## src/rtl/regfile_mp.sv

```systemverilog
// Multi-ported integer register file with per-register busy scoreboard.
// Register 0 reads as zero; writes and reserves aimed at it are discarded.
// Read ports are combinational and can optionally forward same-cycle writes.
module regfile_mp #(
  parameter int XLEN      = 32,
  parameter int NREGS     = 32,
  parameter int NUM_READ  = 2,
  parameter int NUM_WRITE = 1,
  parameter int BYPASS    = 1,
  localparam int AW       = $clog2(NREGS)
) (
  input  logic                      clk,
  input  logic                      rst,
  input  logic [NUM_READ*AW-1:0]    rd_addr,
  output logic [NUM_READ*XLEN-1:0]  rd_data,
  output logic [NUM_READ-1:0]       rd_busy,
  input  logic [NUM_WRITE-1:0]      wr_en,
  input  logic [NUM_WRITE*AW-1:0]   wr_addr,
  input  logic [NUM_WRITE*XLEN-1:0] wr_data,
  input  logic                      rsv_en,
  input  logic [AW-1:0]             rsv_addr
);

  logic [XLEN-1:0]  regs_q [NREGS];
  logic [XLEN-1:0]  regs_d [NREGS];
  logic [NREGS-1:0] busy_q;
  logic [NREGS-1:0] busy_d;

  // Next-state: retire writes in port order so the highest port wins, then apply the reserve last
  always_comb begin
    for (int r = 0; r < NREGS; r++) begin
      regs_d[r] = regs_q[r];
    end
    busy_d = busy_q;
    for (int j = 0; j < NUM_WRITE; j++) begin
      if (wr_en[j] && (wr_addr[j*AW +: AW] != '0)) begin
        regs_d[wr_addr[j*AW +: AW]] = wr_data[j*XLEN +: XLEN];
        busy_d[wr_addr[j*AW +: AW]] = 1'b0;
      end
    end
    if (rsv_en && (rsv_addr != '0)) begin
      busy_d[rsv_addr] = 1'b1;
    end
  end

  // State registers: reset clears all data and busy bits and overrides any write/reserve
  always_ff @(posedge clk) begin
    if (rst) begin
      for (int r = 0; r < NREGS; r++) begin
        regs_q[r] <= '0;
      end
      busy_q <= '0;
    end else begin
      for (int r = 0; r < NREGS; r++) begin
        regs_q[r] <= regs_d[r];
      end
      busy_q <= busy_d;
    end
  end

  for (genvar i = 0; i < NUM_READ; i++) begin : g_rd
    logic [AW-1:0]   ra;
    logic [XLEN-1:0] data;
    logic            busy;
    logic            hit;

    assign ra = rd_addr[i*AW +: AW];

    // Read port: registered value, optionally replaced by the highest-indexed matching write
    always_comb begin
      data = regs_q[ra];
      busy = busy_q[ra];
      hit  = 1'b0;
      if (BYPASS != 0) begin
        for (int j = 0; j < NUM_WRITE; j++) begin
          if (wr_en[j] && (wr_addr[j*AW +: AW] == ra)) begin
            hit  = 1'b1;
            data = wr_data[j*XLEN +: XLEN];
          end
        end
        if (hit) begin
          busy = rsv_en && (rsv_addr == ra);
        end
      end
      if (ra == '0) begin
        data = '0;
        busy = 1'b0;
      end
    end

    assign rd_data[i*XLEN +: XLEN] = data;
    assign rd_busy[i]              = busy;
  end

endmodule

```

## config.mk

```make
export PLATFORM = sky130hd
export DESIGN_NAME = regfile_mp
export DESIGN_NICKNAME = d
export VERILOG_FILES = /design/src/rtl/regfile_mp.sv
export SDC_FILE = /design/constraint.sdc
export NUM_CORES = 2
export LEC_CHECK = 0
export CAP_MARGIN = 25
export CORE_MARGIN = 2
export CORE_UTILIZATION = 55
export DETAILED_ROUTE_END_ITERATION = 6
export PLACE_DENSITY_LB_ADDON = 0.12
export REMOVE_ABC_BUFFERS = 1
export SLEW_MARGIN = 15
export SYNTH_ARGS = -nofsm -noshare
export SYNTH_HDL_FRONTEND = slang
export SYNTH_SLANG_ARGS = --single-unit
```

## constraint.sdc

```tcl
create_clock -name clk -period 4.45 [get_ports clk]
set_input_delay 0.6675 -clock clk [delete_from_list [all_inputs] [get_ports clk]]
set_output_delay 0.6675 -clock clk [all_outputs]
set_load 0.01 [all_outputs]
```

After elaboration in Yosys (flattened, before gate mapping)
Memories as Yosys holds them, arrays and structs flattened.
Index checks and enable logic that the tools add are counted.
Widths: inputs -> output; s select.
{"block": "word_totals", "ramBits": 1024, "word_cells": 122, "regBits": 32, "n_memories": 1, "in_bits": 56}
{"memory": "regs_q", "words": 32, "width": 32, "rd": 34, "rd_clocked_by_memory_dff": 0, "wr": 32, "line": "24", "rtl": "logic [XLEN-1:0] regs_q [NREGS];"}
{"block": "op_classes", "bitwise": 36, "reduce_logical": 13, "eq_ne": 4, "magnitude_cmp": 8, "muxes": 59}
{"op": "$mux 32", "count": 39}
{"op": "$bwmux 1024", "count": 1}
{"op": "$mux 1024", "count": 1}
{"op": "$demux 32 s5", "count": 1}
{"op": "$and 32x32->32", "count": 1}
{"op": "$not 32->32", "count": 1}
{"op": "$or 1x1->1", "count": 32}
{"op": "$or 32x32->32", "count": 1}
{"op": "$lt 5x6->1 const B", "count": 4}
{"op": "$eq 5x5->1", "count": 4}
{"op": "$mux 1", "count": 13}
{"op": "$bmux 1 s5", "count": 2}
{"op": "$demux 1 s5", "count": 2}
{"op": "$ge 5x1->1 const B", "count": 2}
{"op": "$logic_not 5->1", "count": 2}
{"op": "$reduce_bool 5->1", "count": 2}
{"op": "$logic_and 1x1->1", "count": 9}
{"op": "$ge 6x6->1 const B", "count": 1}
{"op": "$lt 6x1->1 const B", "count": 1}
{"op": "$not 5->6", "count": 1}

Longest topological paths before layout
{"block": "logic_depth", "depth_word": 9, "depth_mapped": 11, "mapped_depth_nobuf": 5}

Worst setup path after synthesis
OpenSTA, ideal clock, no wires.
{"block": "synth_timing", "kind": "in2out", "from": "in rd_addr[0]", "to": "out rd_busy[0]", "n_path_buf": 4, "t_required_ns": 3.783, "t_arrival_ns": 2.338, "slack_ns": 1.445, "stages": 9, "path_cell_list": "buf_4 -> buf_6 -> buf_2 -> mux4_2 -> a22oi_1 -> nand3_1 -> nand3_1 -> a21oi_1 -> buf_4"}
{"block": "synth_between", "elab_chain_len": 5, "elab_cells_between_ends": 10, "cone_classes": "2 x eq/ne; 5 x mux; 3 x reduce/logical"}
{"item": "start: declaration", "line": "14", "rtl": "input logic [NUM_READ*AW-1:0] rd_addr,"}
{"item": "parallel branches: the longest is 4 deep, another holds $bmux 1 s5"}
{"item": "$mux 1 *", "line": "85", "rtl": "if (ra == '0) begin"}
{"item": "end: declaration", "line": "16", "rtl": "output logic [NUM_READ-1:0] rd_busy,"}
Every way passes the cells marked *. The select of a mux whose other input is x is not followed.

Worst setup path after layout
{"block": "layout_timing", "from": "in wr_addr[3]", "to": "out rd_data[1]"}
{"block": "layout_between", "elab_chain_len": 4}
{"item": "start: declaration", "line": "18", "rtl": "input logic [NUM_WRITE*AW-1:0] wr_addr,"}
{"item": "$eq 5x5->1", "line": "76", "rtl": "if (wr_en[j] && (wr_addr[j*AW +: AW] == ra)) begin"}
{"item": "$logic_and 1x1->1", "line": "76"}
{"item": "$mux 32", "line": "76"}
{"item": "$mux 32", "line": "85"}
{"item": "end: declaration", "line": "15", "rtl": "output logic [NUM_READ*XLEN-1:0] rd_data,"}
No other way between the ends.

==> metrics.md <==
| Metric | Value |
|---|---|
| Share of cells above drive strength 1 | 18.5% |
| Multi-input gate area in the final layout | 30200 um^2 |
| GR Util All Layers | 43.9% |
| Yosys warns | 0 |
| Worst VDD drop | 0.000325 V |
| Die Span Y | 317 um |
| Period utilization | 100% |
| Commonest non-fill, non-tap cell in the layout | nand2_1 |
| DRT iter0 DRCs | 7870 |
| Drc violations | 10 |
| CTS Root Cell | clkbuf_16 |
| CTS tree | built |
| Hold-fix buffers, CTS | 0 |
| Leak Pwr | 20.2 nW |
| Syn avg cell area | 8.83 um^2 |
| Mapped Area | 54100 um^2 |
| Placer Congestion | 0.981 |
| Drt first pass iters | 7 |
| Ports | 122 |
| Initial Util | 55.7% |
| CTS Buf Count | 113 |
| Most frequent cells in the layout | nand2_1 (2018), dfxtp_1 (1056), a21oi_1 (1020) |
| Via Count | 50918 |
| H-tree Lvls | 3 |
| Max-slew headroom | 19.7% |
| Antenna violations before repair | 7 |
| Crit path time final | 4470 ps |
| Longest Clk Path Bufs | 3 |
| Total Power | 22.0 mW |
| Design Area, Final | 61600 um^2 |
| Skew final | 0 ps |
| Avg Vias per Cell | 6.86 |
| Async S/R FF share, synth | 0% |
| Largest net degree at the start of global routing | 199 |
| Global-route wire length before repair | 327000 um |
| Sink Count | 1056 |
| Post-CTS Resized | 0 |
| Wire per inst | 30.6 um |
| Sequential-to-total area share from yosys stat | 39.1% |
| Final slew viol count | 0 |
| Fmax | 0.224 GHz |
| CP Data Arrival Time | 3800 ps |
| Area growth syn-to-layout | 13.9% |
| Yosys reg bits | 1056 |
| Final #Nets | 6106 |
| Core Box Area | 97000 um^2 |
| Number of setup violations in the final report | 1 |
| PortBufs | 121 |
| PwrDens | 357 nW/um^2 |
| Violated checks | DRC, setup timing |
| Detail Placement HPWL | 145000 um |
| Clock slew at reported path FFs | 60 ps |
| HP Class | in2reg |
| Post-route ant nets | 0 |
| Die Width | 317 um |
| Global route overflow | 0 |
| Critical Path Fanout Max | 7 |
| FP Rows | 114 |
| RSZ-0062 raised after global routing | no |
| Main synth FF type | dfxtp_1 |
| Post-synth EDFFs | 0 |
| Tightest Pin Transition | 1200 ps |
| Synth unique cells | 68 |
| PnR worst setup slack | -17.3 ps |
| Vias in the first global route | 48114 |
| Register area | 21100 um^2 |
| Fill cells | 8123 |
| Post-Route WL | 227000 um |
| Dpl cell area | 57500 um^2 |
| Die area | 101000 um^2 |
| Clk_lat worst skew | 700 ps |
| Final Hold Fails | 0 |
| Max cap viols | 0 |
| Kind of critical path | in2out |
| Status | finished, violations left |
| Worst Setup Start Kind | primary input |
| Req. time, crit path | 3780 ps |
| Endpoint class of the critical path | primary output |
| Post-Synthesis Cells | 6121 |
registers in the layout, indices dropped and copies added (netlist names):
register  count
regs_q     1024
busy_q       32
worst max-delay path: stages:
cell and delay [ps]:
clkdlybuf4s50_1 650, buf_4 290, xnor2_1 200, and4_1 460, a21oi_4 140, buf_12 170, buf_4 190, o211a_1 150
nor3_1 250, clkdlybuf4s50_1 610
through the flow:
stage	TNS (ps)	hold slack (ps)	instances	util, %	worst slack, ps
global placement	-22.5	449	7206	59.3	-22.5
floorplan	0	435	5456	-	605
detailed placement	-31.1	457	7208	59.3	-31.1
CTS	0	325	7420	63.5	129
finish	-17.3	350	7424	63.5	-17.3
global route	0	361	7420	63.5	18.2
layer usage:
layer | vias to the layer above | part of all wire (%) | track usage (%)
li1 | 21469 | - | -
met1 | 24506 | 35 | 54.6
met2 | 3931 | 42 | 63.5
met3 | 1006 | 13 | 12.5
met4 | 6 | 9.7 | 35.9
met5 | - | 0.018 | 0
where the power goes:
part | internal (mW) | switching, mW
registers | 9.52 | 0.0516
logic | 0.760 | 1.49
clock network | 6.09 | 4.10
total | 16.4 | 5.64
cells in the mapped netlist (41+ instances only):
| library cell | n | area, um^2 |
|---|---|---|
| a21oi_1 | 1021 | 5110 |
| mux2i_1 | 104 | 1040 |
| o21ai_0 | 41 | 205 |
| dfxtp_1 | 1056 | 21100 |
| a22oi_1 | 122 | 916 |
| nor2_1 | 92 | 345 |
| mux4_2 | 481 | 10800 |
| nand2_1 | 2051 | 7700 |
| o22ai_1 | 80 | 500 |
| nor2b_1 | 46 | 288 |
| buf_2 | 169 | 846 |
| clkbuf_1 | 420 | 1580 |
timing repair:
action                                  CTS  global route
hold endpoints to repair                  0             0
endpoints found under the setup margin    1             0
buffers inserted                          3             0
final timing paths:
path	startpoint	slack, ps	depth (start not counted)	end
worst max-delay path	wr_addr[3]	-20	10	rd_data[1]
worst min-delay path	rst	350	2	regs_q[0][15]
worst max register to register	regs_q[5][31]	3710	2	regs_q[5][31]
worst min register to register	regs_q[23][21]	460	2	regs_q[23][21]
kinds of logic after synthesis:
group | after synthesis | synth area share (%)
DFF | 1056 | 39.1
AOI/OAI and AO/OA | 1455 | 15.6
buffers and inverters | 671 | 5.64
and+or+nand+nor | 2321 | 16.9
muxes | 598 | 22.3
xor gates and xnor gates | 20 | 0.324
final cells by class:
class / instances / share of cell area, %
sequential: 1056 / 34.3
multi-input combinational: 4394 / 49.1
clock inverter: 44 / 0.961
timing repair buffer: 479 / 7.47
inverter: 6 / 0.0366
clock buffer: 165 / 5.53
antenna: 4 / 0.0163
tap: 1276 / 2.59
Note: power is estimated with default switching activity, not from simulation.
